===== src/rtl/mux_scan_ctrl_pkg.sv =====
// Shared constants and state encoding for the 16-channel mux scan controller.
package mux_scan_ctrl_pkg;

    localparam int CH_COUNT = 16;
    localparam int SEL_W    = 4;
    localparam int CNT_W    = 4;

    typedef enum logic [1:0] {
        IDLE   = 2'd0,
        SETTLE = 2'd1,
        SAMPLE = 2'd2,
        DONE   = 2'd3
    } state_t;

endpackage


===== src/rtl/mux_scan_ctrl.sv =====
// Scans a downstream 16:1 selector: steps sel through 0..15, waits SETTLE
// cycles after each change, samples mux_out, and publishes all 16 samples
// at once on data when the scan completes.
module mux_scan_ctrl
    import mux_scan_ctrl_pkg::*;
#(
    parameter int SETTLE = 1
) (
    input  logic        clk,
    input  logic        rst,
    input  logic        start,
    input  logic        abort,
    input  logic        mux_out,
    output logic [0:3]  sel,
    output logic        busy,
    output logic        done,
    output logic [0:15] data
);

    // The parameter SETTLE hides the package state literal of the same name,
    // so that one state is always referenced through the package scope.
    localparam state_t ST_SETTLE = mux_scan_ctrl_pkg::SETTLE;

    localparam logic [CNT_W-1:0] SETTLE_LAST = CNT_W'(SETTLE - 1);
    localparam logic [0:SEL_W-1] SEL_LAST    = SEL_W'(CH_COUNT - 1);

    state_t                state;
    state_t                state_nxt;
    logic [CNT_W-1:0]      cnt;
    logic [0:CH_COUNT-1]   shadow;
    logic [0:CH_COUNT-1]   shadow_smp;
    logic                  busy_nxt;
    logic                  done_nxt;

    // State register plus registered busy/done so no input reaches an output combinationally.
    always_ff @(posedge clk) begin
        // NOTE: every clocked assignment is non-blocking so all registers see pre-edge values.
        if (rst) begin
            state <= IDLE;
            busy  <= 1'b0;
            done  <= 1'b0;
        end else begin
            state <= state_nxt;
            busy  <= busy_nxt;
            done  <= done_nxt;
        end
    end

    // Next-state decode: abort only matters while a scan is in flight; DONE always returns to IDLE.
    always_comb begin
        // NOTE: default assignment first so no path through the case infers a latch.
        state_nxt = state;
        case (state)
            IDLE: begin
                if (start && !abort) state_nxt = ST_SETTLE;
            end
            ST_SETTLE: begin
                if (abort)                    state_nxt = IDLE;
                else if (cnt == SETTLE_LAST)  state_nxt = SAMPLE;
            end
            SAMPLE: begin
                if (abort)                    state_nxt = IDLE;
                else if (sel == SEL_LAST)     state_nxt = DONE;
                else                          state_nxt = ST_SETTLE;
            end
            DONE: begin
                state_nxt = IDLE;
            end
            default: begin
                state_nxt = IDLE;
            end
        endcase
    end

    // Output decode from the next state, registered alongside the state.
    always_comb begin
        busy_nxt = (state_nxt != IDLE);
        done_nxt = (state_nxt == DONE);
    end

    // Shadow image with the current channel's sample merged in, so the last
    // channel lands in data on the same edge that enters DONE.
    always_comb begin
        shadow_smp      = shadow;
        shadow_smp[sel] = mux_out;
    end

    // Datapath: settle counter, channel select, sample shadow and published data.
    always_ff @(posedge clk) begin
        if (rst) begin
            sel    <= '0;
            cnt    <= '0;
            shadow <= '0;
            data   <= '0;
        end else begin
            case (state)
                IDLE: begin
                    if (start && !abort) begin
                        sel <= '0;
                        cnt <= '0;
                    end
                end
                ST_SETTLE: begin
                    if (abort) begin
                        sel    <= '0;
                        cnt    <= '0;
                        shadow <= '0;
                    end else begin
                        cnt <= cnt + CNT_W'(1);
                    end
                end
                SAMPLE: begin
                    if (abort) begin
                        sel    <= '0;
                        cnt    <= '0;
                        shadow <= '0;
                    end else begin
                        shadow <= shadow_smp;
                        cnt    <= '0;
                        if (sel == SEL_LAST) data <= shadow_smp;
                        else                 sel  <= sel + SEL_W'(1);
                    end
                end
                default: begin
                    // DONE holds everything; the copy to data already happened on entry.
                end
            endcase
        end
    end

endmodule

===== config.mk =====
export PLATFORM = sky130hd
export DESIGN_NAME = mux_scan_ctrl
export DESIGN_NICKNAME = d
export VERILOG_FILES = /design/src/rtl/mux_scan_ctrl_pkg.sv /design/src/rtl/mux_scan_ctrl.sv
export SDC_FILE = /design/constraint.sdc
export NUM_CORES = 1
export LEC_CHECK = 0
export BUFFER_PORTS_ARGS = -buffer_cell sky130_fd_sc_hd__clkbuf_2
export CAP_MARGIN = 15
export CORE_MARGIN = 5
export CORE_UTILIZATION = 30
export DETAILED_ROUTE_END_ITERATION = 10
export GPL_TIMING_DRIVEN = 1
export PLACE_DENSITY = 0.5
export SYNTH_ARGS = -nofsm -noshare
export SYNTH_HDL_FRONTEND = slang
export SYNTH_SLANG_ARGS = --single-unit

===== constraint.sdc =====
create_clock -name clk -period 1.7 [get_ports clk]
set_clock_uncertainty 0.1 [all_clocks]
set_input_delay 0.17 -clock clk [delete_from_list [all_inputs] [get_ports clk]]
set_output_delay 0.17 -clock clk [all_outputs]
set_load 0.01 [all_outputs]

# Yosys cells after proc, flatten, opt, wreduce, memory -nomap -nowiden
# Index checks and enable logic that the tools add are counted.
# classes
addsub,2
magnitude_cmp,2
bitwise_logic,2
muxes,19
n_eq_ne,8
reduce_logical,12
# ops
operator,n
$mux W16,2
$pmux W16 S2,1
$pmux W4 S3,2
$mux W4,5
$bwmux W16,1
$mux W2,5
$add A4 B1 Y4 const B,2
$pmux W2 S4,1
$eq A2 B2 Y1 const B,3
$ge A5 B5 Y1 const B,1
$lt A5 B1 Y1 const B,1
$not A4 Y5,1
$demux W1 S4,1
$eq A4 B4 Y1 const B,1
$logic_not A4 Y1,1
$ne A2 B2 Y1 const B,2
$reduce_and A2 Y1,2
$reduce_and A4 Y1,1
$reduce_bool A2 Y1,2
$ne A3 B3 Y1 const B,1
$reduce_and A3 Y1,1
$reduce_bool A3 Y1,1
$eq A2 B1 Y1 const B,1
$logic_and A1 B1 Y1,2
other kinds (4),4
# word_totals
output_inout_bits,22
ff_bits,44
in_bits,5

# Longest topological paths before layout
# Gate-level depths: netlist of run 1.
# depth
ltp_word,8
mapped_depth,9
mapped_depth_nobuf,6

# Worst setup path after synthesis of run 1
# Ideal clock, no wire load.
# synth_timing
path_type,register to register
from,register state[0]
to,register sel[0] in the netlist's numbering
arrival_ns,1.580
path_stages_with_launch,8
slack_ns,-0.066
path_buffers,1
t_required_ns,1.514
cell_sequence,dfxtp_1 -> inv_1 -> ha_1 -> buf_2 -> or3b_1 -> o211ai_2 -> a41oi_1 -> a211oi_1
# synth_via
elab_chain_len,3
word_cells_on_any_way,9
classes_between,eq/ne: 5; mux: 1; reduce/logical: 3
# synth_rtl
element,line_no,rtl
from (decl),mux_scan_ctrl.sv:27,state_t state;
from (signal assigned),mux_scan_ctrl.sv:43,state <= state_nxt;
$eq A2 B2 Y1 (tied with other cells),mux_scan_ctrl.sv:96,case (state)
$ne A3 B3 Y1 (no source line) (tied with other cells),-,
$reduce_and A4 Y1 (no source line),-,
to (signal assigned),mux_scan_ctrl.sv:121,else sel <= sel + SEL_W'(1);
to (decl),mux_scan_ctrl.sv:14,"output logic [0:3] sel,"
# Parallel ways exist; a longest one is shown, timed or not.
# A chain may end at the register's enable or synchronous reset.

# Worst setup path after layout of run 1
# layout_timing
from,register state[0]
to,register cnt[1]
# layout_via
elab_chain_len,3
word_cells_on_any_way,7
classes_between,eq/ne: 3; mux: 1; reduce/logical: 3
# layout_rtl
element,line_no,rtl
$eq A2 B2 Y1 (tied with other cells),mux_scan_ctrl.sv:96,
$reduce_bool A3 Y1 (no source line) / $ne A2 B2 Y1 (equally long branches),-,
$reduce_and A2 Y1 (no source line),-,
to (signal assigned),mux_scan_ctrl.sv:109,cnt <= cnt + CNT_W'(1);
to (decl),mux_scan_ctrl.sv:29,logic [CNT_W-1:0] cnt;
# Parallel ways exist; a longest one is shown, timed or not.

==> results of run 1 <==
-- path summary, 6_finish.rpt --
kind	start	slack [ns]	endpoint	cells after the start
max	state[0]	-0.004	cnt[1]	7
min	rst	0.13	cnt[2]	2
max reg2reg	state[0]	-0.004	cnt[1]	7
min reg2reg	data[15]	0.36	data[15]	2
-- metal layers --
metal / track usage [%] / wire length [um] / vias to the layer above
li1: - / - / 935
met1: 16.17 / 2509 / 856
met2: 18.86 / 2351 / 25
met3: 2.404 / 161 / 2
met4: 4.332 / 45 / 0
met5: 0 / 0 / -
-- synth_stat cells, drive strengths merged --
cell type / count
dfxtp: 43
nor2: 29
nand2: 26
a21oi: 15
buf: 12
a22oi: 11
mux2: 11
nand3b: 11
ha: 9
nor3: 8
clkbuf: 7
inv: 7
nand3: 7
mux2i: 6
nor3b: 6
a211oi: 5
o31a: 4
nand2b: 3
nor2b: 3
o21ai: 3
a311oi: 2
and2: 2
nand4: 2
or2: 2
xnor2: 2
a41oi: 1
and3b: 1
o211ai: 1
o21bai: 1
o221ai: 1
o31ai: 1
or3b: 1
xor2: 1
-- what timing repair did --
action                     4_1_cts  5_1_grt
setup endpoints to repair       10       29
pin swaps                        3        3
setup buffers                    2        1
gates resized for setup          5       23
-- cell usage in the layout (no fill, tap or decap), drive strengths merged, types with 6 or more instances in the layout --
master / n
a22oi: 11
nor3b: 6
nor2: 29
dfxtp: 43
buf: 24
nand3b: 11
nand3: 7
clkbuf: 32
nor3: 8
a21oi: 15
mux2i: 6
nand2: 26
inv: 7
mux2: 11
ha: 9
-- power by group --
group          switching, mW  internal (mW)
sequential            0.0310           1.04
combinational          0.327          0.303
clock                  0.373          0.288
total                  0.732           1.64
-- flip-flops by register name, indices dropped and copies added, names as in the netlist --
signal,count
done,1
state,2
shadow,15
sel,4
cnt,4
busy,1
data,16
-- through the flow --
stage,instances,total power [mW],setup TNS (ns),utilization [%]
floorplan,244,1.453,0,-
global placement,368,1.637,-0.3587,36.79
detailed placement,368,1.635,-0.07595,36.79
CTS,378,2.335,-0.002876,38.53
global route,379,2.498,-0.7411,40.00
finish,379,2.367,-0.008903,40.00
-- worst max-delay path, delay by kind of cell (launching register included) --
kind,cells,cell delay [ns]
AND/OR/NAND/NOR,2,0.43
AO/OA/AOI/OAI,1,0.14
adder cells (fa/ha/maj),1,0.26
buffers and inverters,3,0.32
flip-flops,1,0.36
-- final cells by class --
| cell class | count | area (um^2) |
|---|---|---|
| well taps | 96 | 120.1 |
| flip-flops and latches | 43 | 868.3 |
| multi-input cells | 175 | 1282 |
| clock buffers | 6 | 72.57 |
| inverters | 7 | 26.28 |
| repair buffers | 50 | 350.3 |
| clock inverters | 2 | 12.51 |
| fillers | 739 | 4099 |
-- logic make-up (layout without fill, tap and decap cells) --
kind of cell,count (synthesis),count (layout),share of synthesized area (%)
compound gates,45,45,14.83
buf+inv,26,65,5.556
flops,43,43,40.66
fa+ha+maj,9,9,5.319
mux,17,17,8.688
simple gates,101,101,23.70
xor+xnor,3,3,1.241
==> qor.txt, run 1 <==
run status: finished with violations
failing checks: setup timing
final setup violation count: 2
Pins Over Slew Limit: 0
synth warn: 0
GRT Total Usage: 11.99%
Setup crit end kind: flip-flop
dpl cell area: 2514 um^2
core box area: 6832 um^2
Clock Path Buffers: 2
clock latency on the worst-skew pair: 0.29 ns
fin area: 2733 um^2
Tightest Hold Check Type: primary input to flip-flop
Slew HR: 77.58%
Starting Density: 30.99%
CP Cell Sequence: inv_2 > ha_4 > or3b_4 > o211ai_4 > buf_6 > buf_4 > nor3_1
Fin. Hold Viols: 0
clk slew on worst S/H paths: 0.09 ns
main area contributors after synthesis: dfxtp_1 41%, mux2_2 5.9%, ha_1 5.3%
Max Fclk: 0.5867 GHz
post-route clock period utilization: 100.3%
share of layout cells above drive strength 1: 34.63%
WL/cell: 13.37 um
first-pass GRT wire length: 8438 um
Hold Slack: 0.1335 ns
DRT Pass-1 Iters: 4
CTS buffer count: 5
required time worst endpoint: 1.78 ns
area of the die: 8837 um^2
setup ws final: -0.004476 ns
CTS H-tree lvls: 2
Mapped Area: 2117 um^2
Ports: 27
Crit path largest cell delay: 0.38 ns
die height: 94.01 um
PortBufs: 26
CP max-delay cell: or3b_4
Leakage: 1.051 nW
DRC Markers: 0
Synth Instances: 244
# diodes: 0
synth unique cells: 37
pre-CTS setup slack: -0.02046 ns
Hold-fix buffers, CTS: 0
FP Rows: 30
via count: 1818
number of global-route vias before repair: 1744
P&R area growth vs syn: 29.08%
PwrDens: 866.2 nW/um^2
critical path class: flip-flop to flip-flop
syn avg cell area: 8.676 um^2
die width: 94.01 um
Max Cap Viol: 0
Max IR drop VDD: 317.5 uV
initial antenna violation count: 0
final worst path period need: 1.704 ns
Synth area leader: dfxtp_1
grt ovf: 0
post-synth top area share: 40.66%
worst path arrival time: 1.79 ns
CTS Root Cell: clkbuf_8
net count after synthesis: 258
CTS tree: yes
largest net degree at the start of global routing: 34
Nets: 296
hpwl dp: 3457 um
Startpoint Class: flip-flop
WL final: 5068 um
Routed Antenna Nets: 0
register area share after synthesis: 40.66%
#FFs+latches synth: 43
RD Place Congestion: 0.7994
vias per cell: 4.797
DRT iter0 DRCs: 95
Max Fanout on Critical Path: 6
RSZ-0062 raised after global routing: yes
Num Clock Sinks: 43
worst slew pin tran: 0.3363 ns
No activity file was read; power rests on OpenSTA's default activity.
==> run 2, diff against run 1 <==
==> constraint.sdc (replaced) <==
create_clock -name clk -period 1.7 [get_ports clk]
set_clock_uncertainty 0.1 [all_clocks]
set_input_delay 0.17 -clock clk [delete_from_list [all_inputs] [get_ports clk]]
set_output_delay 0.17 -clock clk [all_outputs]
set_load 0.02 [all_outputs]
==> run 2 against run 1 <==
The run now ends clean. Highest routed layer unchanged. Maximum frequency increased by 0.29%. Total power increased by 2.3%. Critical endpoint is now sel[1]. Worst hold slack improved by 0.0010 ns. First-iteration DRC count increased by 3.2%. Largest power group unchanged. Non-clock buffer count increased by 12.
==> qor.txt, run 2 (synthesized netlist as in run 1, its figures left out) <==
Max Cap Viol: 0 (unchanged)
Hold-fix buffers, CTS: 0 (unchanged)
Tightest Hold Check Type: primary input to flip-flop
total power: 2.421 mW (+2.3%)
number of global-route vias before repair: 1814 (+4.0%)
PortBufs: 26 (unchanged)
most common cell after layout, fill and taps aside: dfxtp_1
DRC Markers: 0 (unchanged)
critical path class: flip-flop to flip-flop
area of the die: 8837 um^2 (unchanged)
grt ovf: 0 (unchanged)
via count: 1849 (+1.7%)
GRT Total Usage: 12.52% (+0.53 points)
CTS Root Cell: clkbuf_8
DRT Pass-1 Iters: 4 (unchanged)
P&R area growth vs syn: 36.35%
WL final: 5431 um (+7.2%)
Pins Over Slew Limit: 0 (unchanged)
critical path's top delay family: simple AND/OR/NAND/NOR gates
Fin. Hold Viols: 0 (unchanged)
vias per cell: 4.729 (-1.4%)
hpwl dp: 3533 um (+2.2%)
largest register by flop count: data
critical path depth in cells: 6 (-1)
hold path cells: 2 (unchanged)
share of layout cells above drive strength 1: 39.66% (+5.0 points)
CP Cell Sequence: inv_2 > ha_4 > or3b_4 > o211ai_4 > and2_4 > a311oi_1
die width: 94.01 um (unchanged)
initial antenna violation count: 0 (unchanged)
max reg flops: 16 (unchanged)
CTS H-tree lvls: 2 (unchanged)
die height: 94.01 um (unchanged)
WL/cell: 13.89 um (+3.9%)
Routed Antenna Nets: 0 (unchanged)
Starting Density: 30.99% (unchanged)
Max Fclk: 0.5884 GHz (+0.29%)
top flop regs: data: 16 flops, shadow: 15 flops
PwrDens: 838.8 nW/um^2 (-3.2%)
worst path arrival time: 1.78 ns (about the same)
# diodes: 0 (unchanged)
run status: completed
Num Clock Sinks: 43 (unchanged)
Startpoint Class: flip-flop
RD Place Congestion: 0.8162 (+2.1%)
Clock Path Buffers: 2 (unchanged)
final worst path period need: 1.700 ns (-0.004850 ns)
largest net degree at the start of global routing: 21 (-38%)
Nets: 308 (+4.1%)
clock latency on the worst-skew pair: 0.29 ns (about the same)
DRT iter0 DRCs: 98 (+3.2%)
core box area: 6832 um^2 (unchanged)
CTS buffer count: 5 (unchanged)
CTS tree: yes
commonest cells after routing, fill and taps aside: 39 x dfxtp_1, 28 x nor2_1, 26 x nand2_1, 26 x clkbuf_2, 26 x buf_4
Max IR drop VDD: 391.0 uV (+23%)
Setup crit end kind: flip-flop
required time worst endpoint: 1.78 ns (about the same)
Crit path largest cell delay: 0.39 ns (about the same)
Max Fanout on Critical Path: 6 (unchanged)
RSZ-0062 raised after global routing: yes
CP max-delay cell: or3b_4
Ports: 27 (unchanged)
first-pass GRT wire length: 8866 um (+5.1%)
setup ws final: 0.0003736 ns (+0.004850 ns)
Layout Utilization: 42.25% (+2.3 points)
Worst Path Buf+Inv: 1 (-2)
clk slew on worst S/H paths: 0.08 ns (about the same)
Slew HR: 77.33% (-0.25 points)
Fillers: 713 (-3.5%)
FP Rows: 30 (unchanged)
pre-CTS setup slack: -0.04650 ns (-0.02605 ns)
post-route clock period utilization: 99.98% (-0.29 points)
Leakage: 1.111 nW (+5.7%)
final setup violation count: 0 (-2)
worst slew pin tran: 0.3400 ns (+0.003736 ns)
FF-to-FF path depth: 6 (-1)
==> run 2: changes by cell type in the layout (fill, tap and decap cells not counted), moves of 2 or more <==
cell / delta
nand3_2: +2
buf_4: +8
mux2_2: -2
buf_6: +2
nand3_1: -2
mux2_4: +2
==> run 2: what timing repair did <==
action                     CTS  global route
pin swaps                    5             8
resized for setup           12            39
hold endpoints to repair     0             0
gates cloned                 0             2
buffers inserted             2             4
setup endpoints to repair   19            25
==> run 2: cell type report <==
type,count,area (um^2),area share [%]
Clock buffer,6,72.57,2.514
Clock inverter,2,12.51,0.4335
Inverter,7,26.28,0.9103
Multi-Input combinational cell,175,1339,46.38
Sequential cell,43,870.8,30.17
Tap cell,96,120.1,4.161
Timing Repair Buffer,62,445.4,15.43
==> run 2: final timing paths <==
path	from	endpoint	slack, ns
max	state[0]	sel[1]	0.0004
min reg2reg	data[6]	data[6]	0.36
max reg2reg	state[0]	sel[1]	0.0004
min	rst	state[1]	0.13
==> run 2: worst register-to-register path, cell delays in order, from the launching register on <==
cell	delay (ns)
dfxtp_2	0.35
inv_2	0.06
ha_4	0.26
or3b_4	0.39
o211ai_4	0.15
and2_4	0.21
a311oi_1	0.08
==> run 2: report_power, final <==
group | internal [mW] | leakage, nW | switching, mW | total (mW)
Clock | 0.288 | 0.0412 | 0.356 | 0.643
Sequential | 1.04 | 0.349 | 0.0320 | 1.08
Combinational | 0.342 | 0.720 | 0.360 | 0.703
==> run 2: per-layer routing <==
layer	GRT usage, %	routed length (um)	part of all wire (%)	vias to the layer above
met5	0	0	0	-
met4	3.971	71	1.3	0
met3	2.804	182	3.4	6
met2	19.69	2577	47	22
met1	16.94	2601	48	869
li1	-	-	-	952
==> run 2: stage by stage <==
step / TNS [ns] / hold WS [ns] / instances / cell area (um^2)
after floorplan: -0.03618 / 0.1386 / 244 / 2147
after global placement: -0.08664 / 0.3441 / 375 / 2535
after detailed placement: -0.1757 / 0.3493 / 375 / 2535
after CTS: 0 / 0.1277 / 385 / 2665
after global routing: -0.1943 / 0.1534 / 391 / 2887
final: 0 / 0.1345 / 391 / 2887
